[config.mk]
export PLATFORM = sky130hd
export DESIGN_NAME = wb_stage
export DESIGN_NICKNAME = d
export VERILOG_FILES = /design/src/rtl/wb_stage.sv
export SDC_FILE = /design/constraint.sdc
export NUM_CORES = 1
export LEC_CHECK = 0
export CORE_AREA = 2 2 160 162
export DETAILED_ROUTE_END_ITERATION = 7
export DIE_AREA = 0 0 162 164
export GPL_TIMING_DRIVEN = 0
export PLACE_DENSITY_LB_ADDON = 0.15
export SYNTH_ARGS = -nofsm -noshare
export SYNTH_HDL_FRONTEND = slang
export SYNTH_SLANG_ARGS = --single-unit
[constraint.sdc]
create_clock -name clk -period 3.05 [get_ports clk]
set_clock_uncertainty 0.1 [all_clocks]
set_input_delay 0.305 -clock clk [delete_from_list [all_inputs] [get_ports clk]]
set_output_delay 0.305 -clock clk [all_outputs]
set_load 0.01 [all_outputs]
[src/rtl/wb_stage.sv]
// Write-back stage: MEM/WB register, write-back mux, WB-to-ID bypass, retire counter.
// Optional trace outputs are built when DEBUG_TRACE_EN is defined.
module wb_stage #(
   parameter int CNT_W = 32
) (
   input  logic             clk,
   input  logic             rst_n,
   input  logic             in_valid,
   input  logic             stall,
   input  logic             flush,
   input  logic [31:0]      in_pc,
   input  logic [31:0]      in_pc4,
   input  logic [31:0]      in_alu_c,
   input  logic [31:0]      in_ext,
   input  logic [31:0]      in_rdo,
   input  logic [1:0]       in_rf_wsel,
   input  logic             in_rf_we,
   input  logic [4:0]       in_wR,
   input  logic [4:0]       id_rs1,
   input  logic [4:0]       id_rs2,
   input  logic [31:0]      id_rD1,
   input  logic [31:0]      id_rD2,
   output logic             wb_valid,
   output logic [31:0]      wb_pc,
   output logic             rf_we,
   output logic [4:0]       rf_wR,
   output logic [31:0]      rf_wD,
   output logic [31:0]      fwd_rD1,
   output logic [31:0]      fwd_rD2,
   output logic [CNT_W-1:0] retired_cnt
`ifdef DEBUG_TRACE_EN
   ,
   output logic             debug_wb_have_inst,
   output logic [31:0]      debug_wb_pc,
   output logic             debug_wb_ena,
   output logic [4:0]       debug_wb_reg,
   output logic [31:0]      debug_wb_value
`endif
);

   localparam logic [1:0] RF_WSEL_ALU = 2'd0;
   localparam logic [1:0] RF_WSEL_PC4 = 2'd1;
   localparam logic [1:0] RF_WSEL_EXT = 2'd2;
   localparam logic [1:0] RF_WSEL_RDO = 2'd3;

   logic             valid_q, valid_d;
   logic [31:0]      pc_q, pc_d;
   logic [31:0]      pc4_q, pc4_d;
   logic [31:0]      alu_q, alu_d;
   logic [31:0]      ext_q, ext_d;
   logic [31:0]      rdo_q, rdo_d;
   logic [1:0]       wsel_q, wsel_d;
   logic             we_q, we_d;
   logic [4:0]       wr_q, wr_d;
   logic [CNT_W-1:0] cnt_q, cnt_d;

   // Flush outranks stall; a flushed slot still loads data but is marked invalid.
   always_comb begin
      valid_d = valid_q;
      pc_d    = pc_q;
      pc4_d   = pc4_q;
      alu_d   = alu_q;
      ext_d   = ext_q;
      rdo_d   = rdo_q;
      wsel_d  = wsel_q;
      we_d    = we_q;
      wr_d    = wr_q;
      cnt_d   = cnt_q;
      if (valid_q && !stall) begin
         cnt_d = cnt_q + 1'b1;
      end
      if (flush || !stall) begin
         valid_d = flush ? 1'b0 : in_valid;
         pc_d    = in_pc;
         pc4_d   = in_pc4;
         alu_d   = in_alu_c;
         ext_d   = in_ext;
         rdo_d   = in_rdo;
         wsel_d  = in_rf_wsel;
         we_d    = in_rf_we;
         wr_d    = in_wR;
      end
   end

   always_ff @(posedge clk) begin
      if (!rst_n) begin
         valid_q <= 1'b0;
         pc_q    <= '0;
         pc4_q   <= '0;
         alu_q   <= '0;
         ext_q   <= '0;
         rdo_q   <= '0;
         wsel_q  <= RF_WSEL_ALU;
         we_q    <= 1'b0;
         wr_q    <= '0;
         cnt_q   <= '0;
      end else begin
         valid_q <= valid_d;
         pc_q    <= pc_d;
         pc4_q   <= pc4_d;
         alu_q   <= alu_d;
         ext_q   <= ext_d;
         rdo_q   <= rdo_d;
         wsel_q  <= wsel_d;
         we_q    <= we_d;
         wr_q    <= wr_d;
         cnt_q   <= cnt_d;
      end
   end

   always_comb begin
      rf_wD = '0;
      case (wsel_q)
         RF_WSEL_ALU: rf_wD = alu_q;
         RF_WSEL_PC4: rf_wD = pc4_q;
         RF_WSEL_EXT: rf_wD = ext_q;
         RF_WSEL_RDO: rf_wD = rdo_q;
         default:     rf_wD = '0;
      endcase
   end

   // x0 is never written, which also keeps rs==0 from ever bypassing.
   assign rf_we       = valid_q & we_q & (wr_q != 5'd0);
   assign rf_wR       = wr_q;
   assign wb_valid    = valid_q;
   assign wb_pc       = pc_q;
   assign retired_cnt = cnt_q;
   assign fwd_rD1     = (rf_we && (rf_wR == id_rs1)) ? rf_wD : id_rD1;
   assign fwd_rD2     = (rf_we && (rf_wR == id_rs2)) ? rf_wD : id_rD2;

`ifdef DEBUG_TRACE_EN
   assign debug_wb_have_inst = valid_q & ~stall;
   assign debug_wb_pc        = pc_q;
   assign debug_wb_ena       = rf_we & ~stall;
   assign debug_wb_reg       = wr_q;
   assign debug_wb_value     = rf_wD;
`endif

endmodule

======== Yosys cells after proc, flatten, opt, wreduce, memory -nomap -nowiden ========
Index checks and enable logic that the tools add are counted.
storage, ports and cells
  register bits after elaboration ......... 201
  input bits .............................. 247
  output and inout port bits .............. 167
  word-level logic and storage cells ...... 29
operators by class
  add/sub/neg operators ................... 1
  equality and inequality tests ........... 5
  multiplexer cells ....................... 4
  bitwise gates (word level) .............. 2
  reductions and logical operators ........ 7
operator list
  operator                                                                count
  32-bit case mux with 4 select lines                                     1
  32-bit 2-to-1 mux                                                       2
  32-bit by 1-bit adder with 32-bit output (second input constant)        1
  5-bit equality test                                                     2
  5-bit nonzero test                                                      1
  2-bit equality test (second input constant)                             2
  1-bit logical AND                                                       3
  1-bit AND                                                               2
  2-bit by 1-bit equality test with 1-bit output (second input constant)  1
  2-bit logical NOT                                                       1
  1-bit logical NOT                                                       1
  1-bit logical OR                                                        1
  1-bit 2-to-1 mux                                                        1

======== Depth between registers and ports, before layout ========
Gate-level depths: netlist of the first run.
  depth in word-level cells ............... 4
  gate-level depth with buffers ........... 7

======== Least setup slack after synthesis of the first run ========
Ideal clock, no wire load.
  path kind ............................... register -> output
  start point ............................. reg wsel_q[0]
  end point ............................... out fwd_rD1[0]
  arrival ................................. 1772 ps
  slack ................................... 873 ps
  cell stages (with the launch flop) ...... 5
  cells stage by stage .................... dfxtp_1 clkbuf_1 buf_2 mux4_2 mux2_2
on the way
  cells in the longest elaborated chain, start to end .. 3
  elaborated cells on any way between the ends .. 6
  those cells by class .................... 3 x eq/ne; 2 x mux; 1 x reduce/logical
RTL lines
  item                                         line  source
  start, declared                              52    logic [1:0] wsel_q, wsel_d;
  start signal, assigned                       104   wsel_q <= wsel_d;
  2-bit equality test (tied with other cells)  113   case (wsel_q)
  32-bit case mux with 4 select lines (*)      113
  via rf_wD[0]                                 27    output logic [31:0] rf_wD,
  32-bit 2-to-1 mux (*)                        128   assign fwd_rD1 = (rf_we && (rf_wR == id_rs1)) ? rf_wD : id_rD1;
  end, declared                                28    output logic [31:0] fwd_rD1,
Mark *: on every way through the listed nets, which the timed path passes. The rest lies on a longest branch.

======== Final worst setup path of the first run ========
  start point ............................. reg wr_q[0] (netlist: rf_wR[0])
  end point ............................... out fwd_rD2[1]
on the way
  cells in the longest elaborated chain, start to end .. 4
  elaborated cells on any way between the ends .. 5
  those cells by class .................... 1 x eq/ne; 1 x mux; 1 x bitwise; 2 x reduce/logical
RTL lines
  item                    line  source
  start, declared         54    logic [4:0] wr_q, wr_d;
  start signal, assigned  106   wr_q <= wr_d;
  5-bit nonzero test      123   assign rf_we = valid_q & we_q & (wr_q != 5'd0);
  1-bit AND               123
  1-bit logical AND (*)   129   assign fwd_rD2 = (rf_we && (rf_wR == id_rs2)) ? rf_wD : id_rD2;
  32-bit 2-to-1 mux (*)   129
  end, declared           29    output logic [31:0] fwd_rD2,
Every way passes the cells marked *; elsewhere a longest branch is shown, timed or not.

==> results.md, run 1 <==
- Number of routed nets with antenna violations: 0
- Crit-path most repeated cell: buf_12
- Hold Path Origin: in_wR[3]
- Synth Area in XOR/XNOR: 2.00%
- CP delay by family, top: buffers and inverters
- Number of synthesized register bits: 201
- Vias in the first global route: slightly above 9k
- R2r worst-path depth: 7
- DRC errors left: 0
- Worst reg2reg path endpoint: retired_cnt[16]
- Clock Latency Late Sink: approximately 0.51 ns
- Die H: 164 um
- Static Leak: 5.59 nW
- Fin. Hold Viols: 0
- Outcome: finished clean
- Clock Tree Buf Depth: 3
- Place WS: -0.335 ns
- Initial DRT Pass Iterations: 5
- Worst-path clk slew: 0.06 ns
- Yosys top cell area share: 43.7%
- FMAX: 333 MHz
- CP Cell Sequence: or4_4 -> o211ai_4 -> buf_6 -> nor4_4 -> buf_12 -> buf_12 -> mux2_4 -> buf_2
- Vias: 9,267
- Via/cell ratio: slightly above 5
- Maximum fanout along the worst path: 10
- Final instance area: between 10,000 and 15,000 um^2
- Netlist cell types: 35
- Cells after Synth: 1,039
- Starting Density: a little under two fifths
- WL/cell: 19.4 um
- TritonCTS sink count: around 200
- CTS H-tree depth: 1
- Worst Hold Endpoint: rf_wR[3]
- GRT Total Usage: 25.5%
- CTS tree: yes
- Area delta synth->final: 56.0%
- CP bufs+invs: 4
- Post-synthesis simple-gate area fraction: 19.8%
- Dpl cell area: about 14,000 um^2
- Grt total ovfl: 0
- Mapped Area: 9200 um^2
- Setup violations, final: 0
- Cell Rows: 58
- Tmin final: 3.01 ns
- Largest area contributor in the netlist: dfxtp_1
- Layout cells sized above 1: 15.0%
- R2R setup slack: 0.94 ns
- Slew @ Worst Pin: between 0.6 and 0.7 ns
- R2r startpoint: retired_cnt[0]
- Initial DRC Count: between 500 and 600
- Final max-slew violation count: 0
- Final #Nets: 1,731
- Largest net degree at the start of global routing: 14
- RSZ-0062 raised after global routing: true
- Async S/R FF share, synth: 0%
- Power per cell area: 469 nW/um^2
- Multi-input gate area: 4790 um^2
- WP data arrival: 2.60 ns
- Post-DP HPWL: about 27,000 um
- Main combinational cell family by area after synthesis: simple AND/OR/NAND/NOR gates
- Sequential Area: 4040 um^2
- IO Count: between 400 and 500
- Port bufs: slightly above 400
- Post-layout total power: 6.73 mW
- Slew HR: 56.4%
- Initial antenna violation count: 2
- Synth top area cells: dfxtp_1, nand2_1, a21oi_1
- Chip width: 162 um
- CORE AREA: 24,800 um^2
- First-pass GRT wire length: 52,200 um
- Commonest non-fill, non-tap cell in the layout: nand2_1
- Max cap viols: 0
- Clk root buf: clkbuf_16
- Final period util: 98.5%
- Cts bufs inserted: 23
- Worst setup EP type: primary output
- Compound-Gate Fraction of Synth Area: 11.2%
- GPL Wtd Cong: ~0.8
- Hold_ws: 0.239 ns
- Syn nets: 1,287
- Register area share after synthesis: 43.7%
- Die Area: 26,600 um^2
- Most used DFF post-synth: dfxtp_1
- Worst Hold Depth: 3
- Max rail drop VDD: 0.403 mV
- FILL cells: 2,295
- Setup ws final: 0.0446 ns
- Hold Crit Class: input pin to register
- CP required: 2.64 ns
- Mux cell area share after synthesis: 19.0%
- Synth Area in Adders: 0.136%
- Syn Area/Cell: 8.86 um^2
- Crit start category: register
- Post-synth EDFFs: 0
- Crit-path max cell delay: between 0.5 and 0.6 ns
- WL final: 35,600 um
- Most frequent cells in the layout: nand2_1, clkdlybuf4s50_1, dfxtp_1
- Yosys warnings: 0
- Critical path class: register to primary output
- Crit-path slowest cell: or4_4
[cell type report]
type / count / area share [%]
clock buffers: 31 / 4.36
multi-input cells: 750 / 33.4
inverters: 7 / 0.183
flip-flops and latches: 201 / 28.1
repair buffers: 421 / 27.4
diodes: 4 / 0.0697
plain buffers: 79 / 2.88
clock inverters: 8 / 0.689
well taps: 330 / 2.88
[worst reg2reg max path, stage by stage (launching register included)]
cell and delay (ns):
dfxtp_1 0.41, ha_1 0.18, and3b_1 0.14, buf_2 0.19, nand2_1 0.16, buf_2 0.23
or4_1 0.47, a21oi_1 0.16
[per-layer routing]
layer | track usage, % | vias to the layer above | share of wire [%] | routed length [um]
li1 | - | 4449 | - | -
met1 | 31.0 | 4377 | 40 | 14200
met2 | 44.5 | 378 | 49 | 17500
met3 | 6.29 | 63 | 7.8 | 2780
met4 | 8.33 | 0 | 3.0 | 1060
met5 | 0 | - | 0 | 0
[sequential cells by signal, summed over array words and instances (netlist names)]
name         count
wb_valid         1
wb_pc           32
alu_q           32
pc4_q           32
ext_q           32
we_q             1
wsel_q           2
rf_wR            5
retired_cnt     32
rdo_q           32
[what timing repair did]
item                                    in CTS  in global routing
hold buffers                                 0                  0
setup buffers                                7                  2
resized for setup                          208                 44
endpoints found under the setup margin      93                 66
gates cloned                                 0                  0
pin swaps                                    4                  3
[kinds of logic (layout without fill, tap and decap cells)]
kind of cell	count (synthesis)	in the layout
multiplexers	104	104
AO/OA/AOI/OAI	197	197
buffers and inverters	88	546
XOR/XNOR	21	21
flip-flops	201	201
AND/OR/NAND/NOR	427	427
adder cells (fa/ha/maj)	1	1
other	0	4
[power by group]
| part | switching [mW] | internal [mW] | total [mW] |
|---|---|---|---|
| clock | 1.11 | 1.60 | 2.72 |
| combinational | 0.499 | 0.663 | 1.16 |
| sequential | 0.0813 | 2.77 | 2.85 |
[synth_stat cells, types with 10 or more instances]
library cell / count
nand2_1: 351
dfxtp_1: 201
a21oi_1: 182
clkbuf_1: 64
mux2_4: 60
mux4_2: 32
nor2_1: 12
o31ai_1: 12
or4_1: 12
xor2_1: 11
nand3_1: 10
nand4_1: 10
xnor2_1: 10
[worst max path at each step]
stage | from | end | slack, ns | cells past startpoint
floorplan | wsel_q[0] | fwd_rD1[0] | 0.87 | 4
global placement | id_rs1[4] | fwd_rD1[1] | -0.35 | 7
detailed placement | id_rs1[4] | fwd_rD1[1] | -0.33 | 7
CTS | rf_wR[1] | fwd_rD2[2] | -0.07 | 8
global route | rf_wR[0] | fwd_rD2[1] | -0.02 | 8
finish | rf_wR[0] | fwd_rD2[1] | 0.04 | 8
[stage by stage]
stage,TNS [ns],utilization (%),instances
finish,0,57.8,1831
global route,-0.0583,57.8,1829
detailed placement,-14.78,55.4,1782
global placement,-14.33,55.4,1782
floorplan,0,-,1039
CTS,-0.104,58.3,1827
No activity file was read; power rests on OpenSTA's default activity.
==> run 2, diff against run 1 <==
--- a/config.mk
+++ b/config.mk
@@ -5,10 +5,13 @@
 export SDC_FILE = /design/constraint.sdc
 export NUM_CORES = 1
 export LEC_CHECK = 0
-export CORE_AREA = 2 2 160 162
+export CELL_PAD_IN_SITES_DETAIL_PLACEMENT = 1
+export CELL_PAD_IN_SITES_GLOBAL_PLACEMENT = 2
+export CORE_AREA = 2 2 195 197
 export DETAILED_ROUTE_END_ITERATION = 7
-export DIE_AREA = 0 0 162 164
+export DIE_AREA = 0 0 197 199
 export GPL_TIMING_DRIVEN = 0
+export HOLD_SLACK_MARGIN = 0.05
 export PLACE_DENSITY_LB_ADDON = 0.15
 export SYNTH_ARGS = -nofsm -noshare
 export SYNTH_HDL_FRONTEND = slang
==> results.md, run 2 (same netlist as run 1, synthesis figures left out) <==
- Maximum fanout along the worst path: 5
- Crit start category: register
- Cts hold-fix bufs: 0
- Via/cell ratio: 4.65
- Critical path class: register to primary output
- Area delta synth->final: 63.9%
- CP required: 2.64 ns
- IO Count: 414
- Slew HR: 47.6%
- Largest net degree at the start of global routing: 14
- Crit-path max cell delay: around 0.54 ns
- Initial DRT Pass Iterations: 4
- Worst setup EP type: primary output
- Finished Core Util: between 40% and 50%
- Final max-slew violation count: 0
- Initial DRC Count: around 300
- Initial antenna violation count: 10
- Cts bufs inserted: 26
- Max rail drop VDD: 0.389 mV
- Clock Tree Buf Depth: 3
- WP data arrival: 2.63 ns
- Slew @ Worst Pin: 0.787 ns
- Chip width: roughly 200 um
- First-pass GRT wire length: roughly 60,000 um
- Final period util: 99.6%
- Worst-path clk slew: 0.06 ns
- Vias: ~9.3k
- Tmin final: between 3 and 4 ns
- Final cell count without fillers: roughly 2.0k
- RSZ-0062 raised after global routing: true
- Commonest non-fill, non-tap cell in the layout: nand2_1
- Fin. Hold Viols: 0
- Starting Density: between 20% and 30%
- Layout cells sized above 1: between 10% and 20%
- Clock Latency Late Sink: 0.54 ns
- Clk root buf: clkbuf_16
- WL/cell: 21.0 um
- Multi-input gate area: 4820 um^2
- CORE AREA: 37,100 um^2
- Crit-path slowest cell: or4_4
- Hold Crit Class: input pin to register
- Most frequent cells in the layout: nand2_1, clkdlybuf4s50_1, dfxtp_1
- Sequential Area: just over 4000 um^2
- Static Leak: 5.84 nW
- Max cap viols: 0
- Grt total ovfl: 0
- Die H: 199 um
- Final #Nets: 1,744
- CTS tree: yes
- Crit-path most repeated cell: buf_6
- FILL cells: between 4k and 5k
- CP Cell Sequence: or4_4 -> o211ai_4 -> buf_6 -> nor4_4 -> buf_6 -> buf_12 -> buf_6 -> mux2_4 -> buf_6
- Vias in the first global route: about 9.6k
- GRT Total Usage: a little over a fifth
- Setup violations, final: 0
- GPL Wtd Cong: between 0.7 and 0.8
- Outcome: finished clean
- WL final: between 40,000 and 50,000 um
- Die Area: a little under 40,000 um^2
- DRC errors left: 0
- TritonCTS sink count: approximately 200
- Post-layout total power: 7.33 mW
- # placed instances: 1,926
- Port bufs: 413
- FMAX: 329 MHz
- Post-DP HPWL: 31,700 um
- Power per cell area: 486 nW/um^2
- Cell Rows: 71
- CTS H-tree depth: 1
- Number of routed nets with antenna violations: 0
-- run 2: path summary, 6_finish.rpt --
check,startpoint,end,slack [ns],depth (start not counted)
max,rf_wR[0],fwd_rD2[12],0.01,9
min,in_ext[28],ext_q[28],0.21,3
max reg2reg,retired_cnt[6],retired_cnt[28],0.85,6
min reg2reg,rdo_q[7],rdo_q[7],0.35,2
-- run 2: cell type report --
type                            instances  area share (%)
Multi-Input combinational cell        750            32.0
Timing Repair Buffer                  432            28.2
Sequential cell                       201            26.8
Clock buffer                           38            5.28
Tap cell                              474            3.93
Buffer                                 78            2.68
Clock inverter                         10           0.904
Inverter                                7           0.174
Antenna cell                            6          0.0996
-- run 2: per-stage QoR --
step	cell area, um^2	hold slack, ns	setup slack [ns]	TNS (ns)
6_report	15100	0.213	0.0134	0
5_1_grt	15100	0.216	-0.0519	-0.432
4_1_cts	15200	0.191	-0.0548	-0.761
3_5_place_dp	13900	0.344	-0.413	-23.32
3_3_place_gp	13900	0.336	-0.422	-23.94
2_1_floorplan	9200	0.284	0.873	0
-- run 2: power breakdown --
| part | switching [mW] | leakage, nW | internal (mW) |
|---|---|---|---|
| Clock | 1.22 | 0.467 | 2.05 |
| Combinational | 0.517 | 3.71 | 0.682 |
| Sequential | 0.0858 | 1.66 | 2.77 |
| Total | 1.82 | 5.84 | 5.50 |
-- run 2: per-layer routing --
layer / up-vias / global-route usage (%) / routed length (um) / part of all wire [%]
li1: 4481 / - / - / -
met1: 4462 / 25.6 / 17500 / 42
met2: 284 / 36.4 / 20500 / 49
met3: 47 / 5.75 / 3110 / 7.4
met4: 10 / 4.23 / 728 / 1.7
met5: - / 0 / 54 / 0.13
-- run 2: timing repair --
item / CTS / global route
setup buffers: 15 / 0
gates cloned: 5 / 0
endpoints found under the setup margin: 93 / 38
pin swaps: 6 / 2
gates resized for setup: 298 / 19
-- run 2: critical path, delay by kind of cell, from the launching register on --
kind,cells,cell delay (ns)
buffers and inverters,5,0.68
and+or+nand+nor,2,0.58
DFF,1,0.34
muxes,1,0.29
AOI/OAI and AO/OA,1,0.20
